[src/rtl/lmi_dram_tgt_pkg.sv]
// Shared symbols for the LMI DRAM-window target: FSM encoding, default
// window geometry and the read-latency counter width.
package lmi_dram_tgt_pkg;

  localparam int BASE_LO_DEF = 12;  // window base granularity 2^12 bytes
  localparam int TOP_HI_DEF  = 23;  // MSB of the in-window offset field
  localparam int TOP_LO_DEF  = 4;   // top compare at 16-byte line granularity
  localparam int RD_LAT_DEF  = 2;   // DRAM-port read latency, legal 1..7
  localparam int CNT_W       = 3;   // wide enough for RD_LAT-1 up to 6

  typedef enum logic [2:0] {
    ST_IDLE = 3'd0,
    ST_ACC  = 3'd1,
    ST_WAIT = 3'd2,
    ST_CAP  = 3'd3,
    ST_RESP = 3'd4
  } state_e;

endpackage

[src/rtl/lmi_dram_tgt_if.sv]
// LMI single-beat request/response channel between an initiator (master)
// and a target (slave).
interface lmi_dram_tgt_if;

  logic        req_valid;
  logic        req_ready;
  logic [31:0] req_addr;
  logic        req_wr;
  logic [31:0] req_wdata;
  logic [3:0]  req_be;
  logic        rsp_valid;
  logic        rsp_ready;
  logic [31:0] rsp_rdata;
  logic        rsp_err;

  modport master (
    output req_valid, req_addr, req_wr, req_wdata, req_be, rsp_ready,
    input  req_ready, rsp_valid, rsp_rdata, rsp_err
  );

  modport slave (
    input  req_valid, req_addr, req_wr, req_wdata, req_be, rsp_ready,
    output req_ready, rsp_valid, rsp_rdata, rsp_err
  );

endinterface

[src/rtl/lmi_dram_win_dec.sv]
// Combinational BASE/TOP window decode: hit flag and word offset of an
// address inside the window. Usable on either side of the bus.
module lmi_dram_win_dec
  import lmi_dram_tgt_pkg::*;
#(
  parameter int BASE_LO = BASE_LO_DEF,
  parameter int TOP_HI  = TOP_HI_DEF,
  parameter int TOP_LO  = TOP_LO_DEF
) (
  input  logic [31:0]          addr,
  input  logic                 en,
  input  logic [31:BASE_LO]    base,
  input  logic [TOP_HI:TOP_LO] top,
  output logic                 hit,
  output logic [TOP_HI-2:0]    offset
);

  logic upper_eq;
  logic above_base;
  logic below_top;
  logic unused_byte_lane;

  // Bits above the offset field select the window region and must match.
  assign upper_eq   = (addr[31:TOP_HI+1] == base[31:TOP_HI+1]);
  assign above_base = (addr[TOP_HI:BASE_LO] >= base[TOP_HI:BASE_LO]);
  assign below_top  = (addr[TOP_HI:TOP_LO] <= top);
  assign hit        = en & upper_eq & above_base & below_top;

  // Word offset from the window base; only meaningful when hit is set.
  assign offset = addr[TOP_HI:2] - {base[TOP_HI:BASE_LO], {(BASE_LO-2){1'b0}}};

  // The byte lane within a word is carried by the byte enables instead.
  assign unused_byte_lane = ^addr[1:0];

endmodule

[src/rtl/lmi_dram_tgt.sv]
// LMI target for the local-memory DRAM window. One transaction in flight:
// decode at accept, one-cycle SRAM-style strobe on hit, fixed-latency read
// capture, then a held response until the initiator takes it.
module lmi_dram_tgt
  import lmi_dram_tgt_pkg::*;
#(
  parameter int BASE_LO = BASE_LO_DEF,
  parameter int TOP_HI  = TOP_HI_DEF,
  parameter int TOP_LO  = TOP_LO_DEF,
  parameter int RD_LAT  = RD_LAT_DEF
) (
  input  logic                 clk,
  input  logic                 reset,
  input  logic                 cfg_we,
  input  logic                 cfg_en,
  input  logic [31:BASE_LO]    cfg_base,
  input  logic [TOP_HI:TOP_LO] cfg_top,
  lmi_dram_tgt_if.slave        bus,
  output logic                 mem_cs,
  output logic                 mem_we,
  output logic [TOP_HI-2:0]    mem_addr,
  output logic [3:0]           mem_be,
  output logic [31:0]          mem_wdata,
  input  logic [31:0]          mem_rdata
);

  state_e                 state_q, state_d;
  logic                   win_en_q;
  logic [31:BASE_LO]      win_base_q;
  logic [TOP_HI:TOP_LO]   win_top_q;
  logic                   dec_hit;
  logic [TOP_HI-2:0]      dec_off;
  logic                   accept;
  logic                   wr_q;
  logic                   err_q;
  logic [TOP_HI-2:0]      off_q;
  logic [3:0]             be_q;
  logic [31:0]            wdata_q;
  logic [31:0]            rdata_q;
  logic [CNT_W-1:0]       cnt_q;

  lmi_dram_win_dec #(
    .BASE_LO(BASE_LO),
    .TOP_HI (TOP_HI),
    .TOP_LO (TOP_LO)
  ) u_win_dec (
    .addr  (bus.req_addr),
    .en    (win_en_q),
    .base  (win_base_q),
    .top   (win_top_q),
    .hit   (dec_hit),
    .offset(dec_off)
  );

  assign accept = bus.req_valid & bus.req_ready;

  // Window registers: new values are seen by requests accepted after this edge.
  // NOTE: clocked state uses <= so every register samples pre-edge values.
  always_ff @(posedge clk) begin
    if (reset) begin
      win_en_q   <= 1'b0;
      win_base_q <= '0;
      win_top_q  <= '0;
    end else if (cfg_we) begin
      win_en_q   <= cfg_en;
      win_base_q <= cfg_base;
      win_top_q  <= cfg_top;
    end
  end

  // State register.
  always_ff @(posedge clk) begin
    if (reset) state_q <= ST_IDLE;
    else       state_q <= state_d;
  end

  // Next-state logic for the single-transaction sequence.
  // NOTE: state_d is defaulted first so no path leaves it unassigned (no latch).
  always_comb begin
    state_d = state_q;
    case (state_q)
      ST_IDLE: if (accept) state_d = dec_hit ? ST_ACC : ST_RESP;
      ST_ACC: begin
        if (wr_q)             state_d = ST_RESP;
        else if (RD_LAT == 1) state_d = ST_CAP;
        else                  state_d = ST_WAIT;
      end
      ST_WAIT: if (cnt_q == CNT_W'(1)) state_d = ST_CAP;
      ST_CAP:  state_d = ST_RESP;
      ST_RESP: if (bus.rsp_ready) state_d = ST_IDLE;
      default: state_d = ST_IDLE;
    endcase
  end

  // Request latch at accept, read-latency countdown and read-data capture.
  always_ff @(posedge clk) begin
    if (reset) begin
      wr_q    <= 1'b0;
      err_q   <= 1'b0;
      off_q   <= '0;
      be_q    <= '0;
      wdata_q <= '0;
      rdata_q <= '0;
      cnt_q   <= '0;
    end else begin
      if (accept) begin
        wr_q    <= bus.req_wr;
        err_q   <= ~dec_hit;
        off_q   <= dec_off;
        be_q    <= bus.req_be;
        wdata_q <= bus.req_wdata;
        rdata_q <= '0;
      end
      if (state_q == ST_ACC)       cnt_q <= CNT_W'(RD_LAT - 1);
      else if (state_q == ST_WAIT) cnt_q <= cnt_q - CNT_W'(1);
      if (state_q == ST_CAP) rdata_q <= mem_rdata;
    end
  end

  assign bus.req_ready = (state_q == ST_IDLE);
  assign bus.rsp_valid = (state_q == ST_RESP);
  assign bus.rsp_err   = bus.rsp_valid & err_q;
  assign bus.rsp_rdata = rdata_q;

  // DRAM port is quiet (all zero) outside the single access cycle.
  assign mem_cs    = (state_q == ST_ACC);
  assign mem_we    = mem_cs & wr_q;
  assign mem_addr  = mem_cs ? off_q   : '0;
  assign mem_be    = mem_cs ? be_q    : '0;
  assign mem_wdata = mem_cs ? wdata_q : '0;

endmodule

[src/flat_wrapper.sv]
// flat-port wrapper written by rule: the top's interface ports become plain ports
module lmi_dram_tgt_flat import lmi_dram_tgt_pkg::*;
#(
  parameter int BASE_LO = BASE_LO_DEF,
  parameter int TOP_HI  = TOP_HI_DEF,
  parameter int TOP_LO  = TOP_LO_DEF,
  parameter int RD_LAT  = RD_LAT_DEF
)
  (clk, reset, cfg_we, cfg_en, cfg_base, cfg_top, mem_cs, mem_we, mem_addr, mem_be, mem_wdata, mem_rdata, bus_req_valid, bus_req_addr, bus_req_wr, bus_req_wdata, bus_req_be, bus_rsp_ready, bus_req_ready, bus_rsp_valid, bus_rsp_rdata, bus_rsp_err);
  lmi_dram_tgt_if bus_i ();
  input  logic clk;
  input  logic reset;
  input  logic cfg_we;
  input  logic cfg_en;
  input  logic [31:BASE_LO] cfg_base;
  input  logic [TOP_HI:TOP_LO] cfg_top;
  output logic mem_cs;
  output logic mem_we;
  output logic [TOP_HI-2:0] mem_addr;
  output logic [3:0] mem_be;
  output logic [31:0] mem_wdata;
  input  logic [31:0] mem_rdata;
  input wire logic [$bits(bus_i.req_valid)-1:0] bus_req_valid;
  input wire logic [$bits(bus_i.req_addr)-1:0] bus_req_addr;
  input wire logic [$bits(bus_i.req_wr)-1:0] bus_req_wr;
  input wire logic [$bits(bus_i.req_wdata)-1:0] bus_req_wdata;
  input wire logic [$bits(bus_i.req_be)-1:0] bus_req_be;
  input wire logic [$bits(bus_i.rsp_ready)-1:0] bus_rsp_ready;
  output wire logic [$bits(bus_i.req_ready)-1:0] bus_req_ready;
  output wire logic [$bits(bus_i.rsp_valid)-1:0] bus_rsp_valid;
  output wire logic [$bits(bus_i.rsp_rdata)-1:0] bus_rsp_rdata;
  output wire logic [$bits(bus_i.rsp_err)-1:0] bus_rsp_err;
  assign bus_i.req_valid = bus_req_valid;
  assign bus_i.req_addr = bus_req_addr;
  assign bus_i.req_wr = bus_req_wr;
  assign bus_i.req_wdata = bus_req_wdata;
  assign bus_i.req_be = bus_req_be;
  assign bus_i.rsp_ready = bus_rsp_ready;
  assign bus_req_ready = bus_i.req_ready;
  assign bus_rsp_valid = bus_i.rsp_valid;
  assign bus_rsp_rdata = bus_i.rsp_rdata;
  assign bus_rsp_err = bus_i.rsp_err;
  lmi_dram_tgt #(.BASE_LO(BASE_LO), .TOP_HI(TOP_HI), .TOP_LO(TOP_LO), .RD_LAT(RD_LAT)) u_core (.clk(clk), .reset(reset), .cfg_we(cfg_we), .cfg_en(cfg_en), .cfg_base(cfg_base), .cfg_top(cfg_top), .bus(bus_i), .mem_cs(mem_cs), .mem_we(mem_we), .mem_addr(mem_addr), .mem_be(mem_be), .mem_wdata(mem_wdata), .mem_rdata(mem_rdata));
endmodule
[config.mk]
export PLATFORM = sky130hd
export DESIGN_NAME = lmi_dram_tgt_flat
export DESIGN_NICKNAME = d
export VERILOG_FILES = /design/src/rtl/lmi_dram_tgt_pkg.sv /design/src/rtl/lmi_dram_tgt_if.sv /design/src/rtl/lmi_dram_win_dec.sv /design/src/rtl/lmi_dram_tgt.sv /design/src/flat_wrapper.sv
export SDC_FILE = /design/constraint.sdc
export NUM_CORES = 1
export LEC_CHECK = 0
export ABC_AREA = 1
export CAP_MARGIN = 25
export CORE_MARGIN = 5
export CORE_UTILIZATION = 40
export CTS_CLUSTER_SIZE = 12
export DETAILED_ROUTE_END_ITERATION = 12
export GPL_ROUTABILITY_DRIVEN = 0
export PLACE_DENSITY = 0.86
export SLEW_MARGIN = 10
export SYNTH_ARGS = -nofsm -noshare
export SYNTH_HDL_FRONTEND = slang
export SYNTH_SLANG_ARGS = --single-unit
[constraint.sdc]
create_clock -name clk -period 1.9 [get_ports clk]
set_clock_uncertainty 0.15 [all_clocks]
set_input_delay 0.38 -clock clk [delete_from_list [all_inputs] [get_ports clk]]
set_output_delay 0.38 -clock clk [all_outputs]
set_load 0.01 [all_outputs]
## After elaboration in Yosys (flattened, before gate mapping)

Index checks and enable logic that the tools add are counted.

| operators by class | value |
|---|---|
| $lt $le $gt $ge | 2 |
| bitwise logic cells | 7 |
| reductions and logical operators | 5 |
| add/subtract/negate cells | 2 |
| equal/unequal tests | 9 |
| divide/modulo/power cells | 0 |
| multiply operators | 0 |
| shift operators | 0 |
| muxes and demuxes | 13 |

Operators with widths:

| operator | number |
|---|---|
| $mux 32 | 3 |
| $mux 22 | 1 |
| $sub 22x22->22 | 1 |
| $le 20x20->1 | 1 |
| $mux 3 | 5 |
| $pmux 3 s5 | 1 |
| $ge 12x12->1 | 1 |
| $eq 8x8->1 | 1 |
| $and 1x1->1 | 6 |
| $eq 3x1->1 const B | 2 |
| $eq 3x2->1 const B | 2 |
| $mux 4 | 1 |
| $ne 2x2->1 const B | 2 |
| $reduce_bool 2->1 | 2 |
| $eq 3x3->1 const B | 1 |
| $logic_not 3->1 | 1 |
| $reduce_and 3->1 | 1 |
| $sub 3x1->3 const B | 1 |
| $mux 1 | 2 |
| $ne 2x1->1 const B | 1 |
| $reduce_or 2->1 | 1 |
| $not 1->1 | 1 |

| storage, ports and cells | value |
|---|---|
| logic and storage cells | 50 |
| memories | 0 |
| bits in latches | 0 |
| RAM bits | 0 |
| ROM bits | 0 |
| input bits | 147 |
| output and inout port bits | 95 |
| register bits | 139 |

## Longest topological paths before layout

| depth | value |
|---|---|
| word-level depth | 7 |
| gate-level depth with buffers | 16 |
| mapped depth without buffers | 16 |

## Cells and area by module

Synthesis repeated with hierarchy kept, for this count alone.

| unflattened totals | value |
|---|---|
| cell total of the unflattened synthesis | 959 |
| area total of the unflattened synthesis | 6875.3 µm² |

By module, submodules not included:

| module | seq. area each (µm²) | times used | area an instance (µm²) | cells an instance |
|---|---|---|---|---|
| lmi_dram_tgt | 2782.7 | 1 | 5416.4 | 704 |
| lmi_dram_win_dec | 0.0 | 1 | 1458.9 | 255 |

## Worst setup path after synthesis

No wires, ideal clock.

| timing path | value |
|---|---|
| path type | input port to flip-flop |
| start point | input port bus_req_addr[12] |
| end point | register u_core.state_q[2] |
| arrival | 1.797 ns |
| setup slack | -0.179 ns |
| cell stages on the path | 14 |
| path buffers | 0 |
| library setup time | 0.132 ns |
| cells stage by stage | inv_1 ha_1 fa_1 or2_0 nand2_2 nand2_1 nand3_1 nor2_1 nor2_2 nand2_2 nand2_1 nand2_1 nand2_1 a21oi_1 |

| on the way | value |
|---|---|
| word-level cells in the longest chain between the ends | 6 |
| elaborated cells between the ends (all ways) | 7 |
| classes of those cells | 2 x order compare; 3 x mux; 2 x bitwise |

RTL lines:

| what | RTL line | text |
|---|---|---|
| start, declared | flat_wrapper.sv:24 | `input wire logic [$bits(bus_i.req_addr)-1:0] bus_req_addr;` |
| $ge 12x12->1 | lmi_dram_win_dec.sv:25 | `assign above_base = (addr[TOP_HI:BASE_LO] >= base[TOP_HI:BASE_LO]);` |
| $and 1x1->1 | lmi_dram_win_dec.sv:27 | `assign hit = en & upper_eq & above_base & below_top;` |
| $and 1x1->1 (*) | lmi_dram_win_dec.sv:27 |  |
| $mux 3 (*) (2 in series) | lmi_dram_tgt.sv:82 | `ST_IDLE: if (accept) state_d = dec_hit ? ST_ACC : ST_RESP;` |
| $pmux 3 s5 (*) | lmi_dram_tgt.sv:81 | `case (state_q)` |
| end signal, assigned | lmi_dram_tgt.sv:74 | `else state_q <= state_d;` |
| end, declared | lmi_dram_tgt.sv:27 | `state_e state_q, state_d;` |

Mark *: on every way between the ends. The rest lies on a longest branch, timed or not. The select of a mux whose other input is x is not followed.
A chain may end at the register's enable or synchronous reset.

## Final worst setup path

| timing path | value |
|---|---|
| start point | input port bus_req_addr[19] |
| end point | register u_core.state_q[2] |

The elaborated chain is that of the path after synthesis.

==> flow_summary.html <==
<table>
<tr><th>Metric</th><th>Value</th></tr>
<tr><th colspan="2">Floorplan</th></tr>
<tr><td>Horizontal extent of the die</td><td>138 µm</td></tr>
<tr><td>Floorplan core area</td><td>0.0159 mm²</td></tr>
<tr><td>Cell row count</td><td>46</td></tr>
<tr><td>I/O pin cnt</td><td>242</td></tr>
<tr><td>Y dimension of the die</td><td>138 µm</td></tr>
<tr><td>Die Outline Area</td><td>0.0189 mm²</td></tr>
<tr><td>Initial core utilization</td><td>roughly 41%</td></tr>
<tr><th colspan="2">Timing</th></tr>
<tr><td>Worst slew slack as a fraction of its limit</td><td>67.4%</td></tr>
<tr><td>F_max</td><td>486 MHz</td></tr>
<tr><td>Number of setup violations in the final report</td><td>64</td></tr>
<tr><td>RSZ-0062 raised after global routing</td><td>true</td></tr>
<tr><td>Clock period minus final worst setup slack</td><td>2.06 ns</td></tr>
<tr><td>Post-route worst setup slack</td><td>-0.157 ns</td></tr>
<tr><td>Share of the clock period used by the worst path after layout</td><td>108%</td></tr>
<tr><td>Fin. Hold Viols</td><td>0</td></tr>
<tr><td>Worst-margin pin slew</td><td>0.489 ns</td></tr>
<tr><td>Number of max-slew violations in the final report</td><td>0</td></tr>
<tr><td>Smallest hold slack</td><td>0.300 ns</td></tr>
<tr><th colspan="2">Synth</th></tr>
<tr><td>Top cells by area in the synthesized netlist</td><td>dfxtp_1 43%, a21oi_1 12%, inv_1 8.4%</td></tr>
<tr><td>Portion of the post-synthesis area used by sequential elements</td><td>42.8%</td></tr>
<tr><td>Count of yosys warnings during synthesis</td><td>0</td></tr>
<tr><td>Synthesized net count</td><td>roughly 1100</td></tr>
<tr><td>Share of flip-flops with an asynchronous set or reset</td><td>0%</td></tr>
<tr><td>Per-instance average area after synthesis</td><td>slightly above 7 µm²</td></tr>
<tr><td>Library cell with the largest summed area after synthesis</td><td>dfxtp_1</td></tr>
<tr><td>Share of the synthesized area in the top cell type</td><td>a little over two fifths</td></tr>
<tr><td>Number of unique standard cell types used by synthesis</td><td>35</td></tr>
<tr><td>Post-Syn Area</td><td>0.00650 mm²</td></tr>
<tr><td>Post-synthesis cell count</td><td>~900</td></tr>
<tr><td>Most instantiated flip-flop cell in the synthesis netlist</td><td>dfxtp_1</td></tr>
<tr><td>Number of synthesized register bits</td><td>139</td></tr>
<tr><td>Post-synth EDFFs</td><td>0</td></tr>
<tr><th colspan="2">Detailed routing</th></tr>
<tr><td>Number of vias per cell after detailed routing</td><td>between 4 and 5</td></tr>
<tr><td>Wire length per cell</td><td>14.5 µm</td></tr>
<tr><td>Initial DRT Pass Iterations</td><td>5</td></tr>
<tr><td>Post-route DRC</td><td>0</td></tr>
<tr><td>Final wirelength</td><td>slightly above 20000 µm</td></tr>
<tr><td>Routed via count</td><td>6723</td></tr>
<tr><td>Number of nets with antenna violations after detailed routing</td><td>0</td></tr>
<tr><td>Count of routing violations after the opening detailed-route iteration</td><td>281</td></tr>
<tr><th colspan="2">Power</th></tr>
<tr><td>Overall power of the completed layout</td><td>8.02 mW</td></tr>
<tr><td>Register share of total power</td><td>40.0%</td></tr>
<tr><td>Worst vdd ir</td><td>0.656 mV</td></tr>
<tr><td>Internal portion of total power</td><td>5.91 mW</td></tr>
<tr><td>Switching share of total power</td><td>a little over a quarter</td></tr>
<tr><td>Pwr dens</td><td>between 700 and 800 mW/mm²</td></tr>
<tr><td>Proportion of power drawn by the clock network</td><td>40.3%</td></tr>
<tr><td>Static Leak</td><td>4.46 nW</td></tr>
<tr><td>Switching pwr</td><td>2.11 mW</td></tr>
<tr><td>Combinational power share</td><td>19.7%</td></tr>
<tr><th colspan="2">Clock network</th></tr>
<tr><td>Cts bufs inserted</td><td>17</td></tr>
<tr><td>Buffers from clock root to sink, at most</td><td>2</td></tr>
<tr><td>Root buf cell</td><td>clkbuf_16</td></tr>
<tr><td>H-tree level count</td><td>4</td></tr>
<tr><td>Clock-pin slew of the registers on the worst-case setup and hold paths</td><td>around 0.060 ns</td></tr>
<tr><td>Insertion delay of the later-clocked pin in the worst-skew pair</td><td>0.42 ns</td></tr>
<tr><td>Clock tree from TritonCTS</td><td>built</td></tr>
<tr><td>Clock tree sinks</td><td>139</td></tr>
<tr><td>Hold-fix buffers at CTS</td><td>0</td></tr>
<tr><th colspan="2">Placement</th></tr>
<tr><td>Total placed cells including tap cells</td><td>1366</td></tr>
<tr><td>Number of input and output port buffers inserted</td><td>~240</td></tr>
<tr><td>Dpl hpwl</td><td>around 15000 µm</td></tr>
<tr><td>Worst setup slack before clock tree synthesis</td><td>-0.868 ns</td></tr>
<tr><th colspan="2">Global route</th></tr>
<tr><td>Total GRT Usage</td><td>20.4%</td></tr>
<tr><td>Number of global-route vias before repair</td><td>6497</td></tr>
<tr><td>GRT overflow</td><td>0</td></tr>
<tr><td>Largest net degree at the start of global routing</td><td>76</td></tr>
<tr><td>Antenna violations before repair</td><td>1</td></tr>
<tr><td>Wire length of the first global-routing pass</td><td>30800 µm</td></tr>
<tr><th colspan="2">Worst setup path</th></tr>
<tr><td>Launch point of the worst path</td><td>bus_req_addr[19]</td></tr>
<tr><td>Data required time at the worst endpoint</td><td>about 2.1 ns</td></tr>
<tr><td>Crit Path Max Fanout</td><td>3</td></tr>
<tr><td>Arrival time reported for the critical path endpoint</td><td>2.25 ns</td></tr>
<tr><td>Startpoint of the most critical register-to-register path</td><td>u_core.win_base_q[12]</td></tr>
<tr><td>Type of element capturing the critical path</td><td>flop</td></tr>
<tr><td>Critical path class</td><td>in2reg</td></tr>
<tr><td>Critical Path Source Type</td><td>primary input</td></tr>
<tr><th colspan="2">Final layout</th></tr>
<tr><td>Post-layout nets</td><td>~1400</td></tr>
<tr><td>Final cell count without fillers</td><td>1414</td></tr>
<tr><td>Share of post-route cells with drive strength above 1</td><td>22.6%</td></tr>
<tr><td>Post-layout utilization of the core</td><td>65.5%</td></tr>
<tr><td>Area grow syn2layout</td><td>60.4%</td></tr>
<tr><th colspan="2">Worst hold path</th></tr>
<tr><td>Startpoint of the most critical hold path</td><td>u_core.wdata_q[3]</td></tr>
<tr><td>Type of the tightest min-delay check</td><td>reg2reg</td></tr>
<tr><th colspan="2">Status</th></tr>
<tr><td>Violated checks</td><td>setup timing</td></tr>
<tr><td>Result of the run</td><td>complete, but fails checks</td></tr>
<tr><th colspan="2">Flow run</th></tr>
<tr><td>Max-cap violations</td><td>0</td></tr>
</table>
routing by layer:
metal  vias up  wire length [µm]  track usage, %
met5         -                 0               0
met4         0               489            8.54
met3        33              1320            5.48
met2       193             10500            36.8
met1      3035              8280            22.6
li1       3462                 -               -
layout make-up:
cell class	count	area, µm²
sequential	139	2790
clock inverter	12	123
timing repair buffer	319	2920
tap	216	270
antenna	1	2.50
inverter	146	563
multi-input combinational	561	3310
fill	1304	5510
clock buffer	20	457
cell usage after synthesis, types with 2 or more instances:
master and n:
dfxtp_1 139, buf_6 3, ha_1 34, o21ai_1 8, or2_2 3, a21oi_1 150
nor3_1 4, buf_2 8, o21ai_0 100, nor2_1 84, nor2_2 3, a21o_1 2
nand3_1 39, buf_4 3, nand2_1 107, clkbuf_1 36, o211ai_1 2, nand2_2 2
xnor2_1 2, nand4_1 3, inv_1 145, xor2_1 7
stage by stage:
step | TNS, ns | instance area, µm²
after global routing | -9.18 | 10400
after detailed placement | -15.05 | 9540
final | -4.51 | 10400
after CTS | -6.58 | 10200
after floorplan | -0.290 | 6530
after global placement | -13.29 | 9540
cell families (layout without fill, tap and decap cells):
kind of cell,count (synthesis),in the layout,synth area share (%)
buffers and inverters,197,497,12.0
other,0,1,0
XOR/XNOR,9,9,1.21
AND/OR/NAND/NOR,252,252,16.4
AO/OA/AOI/OAI,265,265,20.7
adder cells (fa/ha/maj),35,35,6.85
flip-flops,139,139,42.8
worst max-delay path, stage by stage:
cell and delay [ns]:
clkdlybuf4s50_1 0.45, ha_1 0.33, nand2_1 0.09, nor2_2 0.14, nand2_2 0.10, nor2_4 0.10, nand2_1 0.07, nand3_1 0.11
nand2_1 0.09, nand2_2 0.11, nand2_1 0.06, nand2_1 0.05, nand2_1 0.04, a21oi_1 0.12
cell usage in the layout (no fill, tap or decap), drive strengths merged, types with 3 or more instances in the layout:
cell and instances:
a21oi 150, buf 144, clkbuf 20, clkdlybuf4s50 166, clkinv 6, clkinvlp 6
dfxtp 139, dlygate4sd2 6, ha 34, inv 144, nand2 110, nand3 39
nand4 3, nor2 88, nor3 6, o21ai 109, or2 4, xor2 7
power groups by stage:
stage | clock network [mW] | logic, mW | registers [mW]
floorplan | 0 | 0.763 | 3.25
global placement | 0 | 1.40 | 3.26
detailed placement | 0 | 1.45 | 3.27
CTS | 3.29 | 1.50 | 3.21
global route | 3.43 | 1.76 | 3.23
finish | 3.23 | 1.58 | 3.21
sequential cells by signal, indices dropped and copies added, names as in the netlist:
| register | cells |
|---|---|
| u_core.cnt_q | 3 |
| u_core.win_base_q | 20 |
| u_core.win_top_q | 20 |
| u_core.win_en_q | 1 |
| u_core.err_q | 1 |
| u_core.wr_q | 1 |
| u_core.wdata_q | 32 |
| u_core.off_q | 22 |
| u_core.state_q | 3 |
| u_core.bus.rsp_rdata | 32 |
| u_core.be_q | 4 |
path summary, 6_finish.rpt:
kind,to,slack (ns),cells after the start
min reg2reg,u_core.wdata_q[3],0.30,2
max reg2reg,u_core.state_q[2],-0.15,13
max,u_core.state_q[2],-0.16,14
min,u_core.wdata_q[3],0.30,2
timing repair:
| action | CTS | global route |
|---|---|---|
| pin swaps | 20 | 14 |
| setup buffers | 6 | 7 |
| endpoints found under the hold margin | 0 | 0 |
| gates resized for setup | 323 | 59 |
| gates cloned | 2 | 0 |
| setup endpoints to repair | 73 | 81 |
Power figures use the tool's default switching activity.
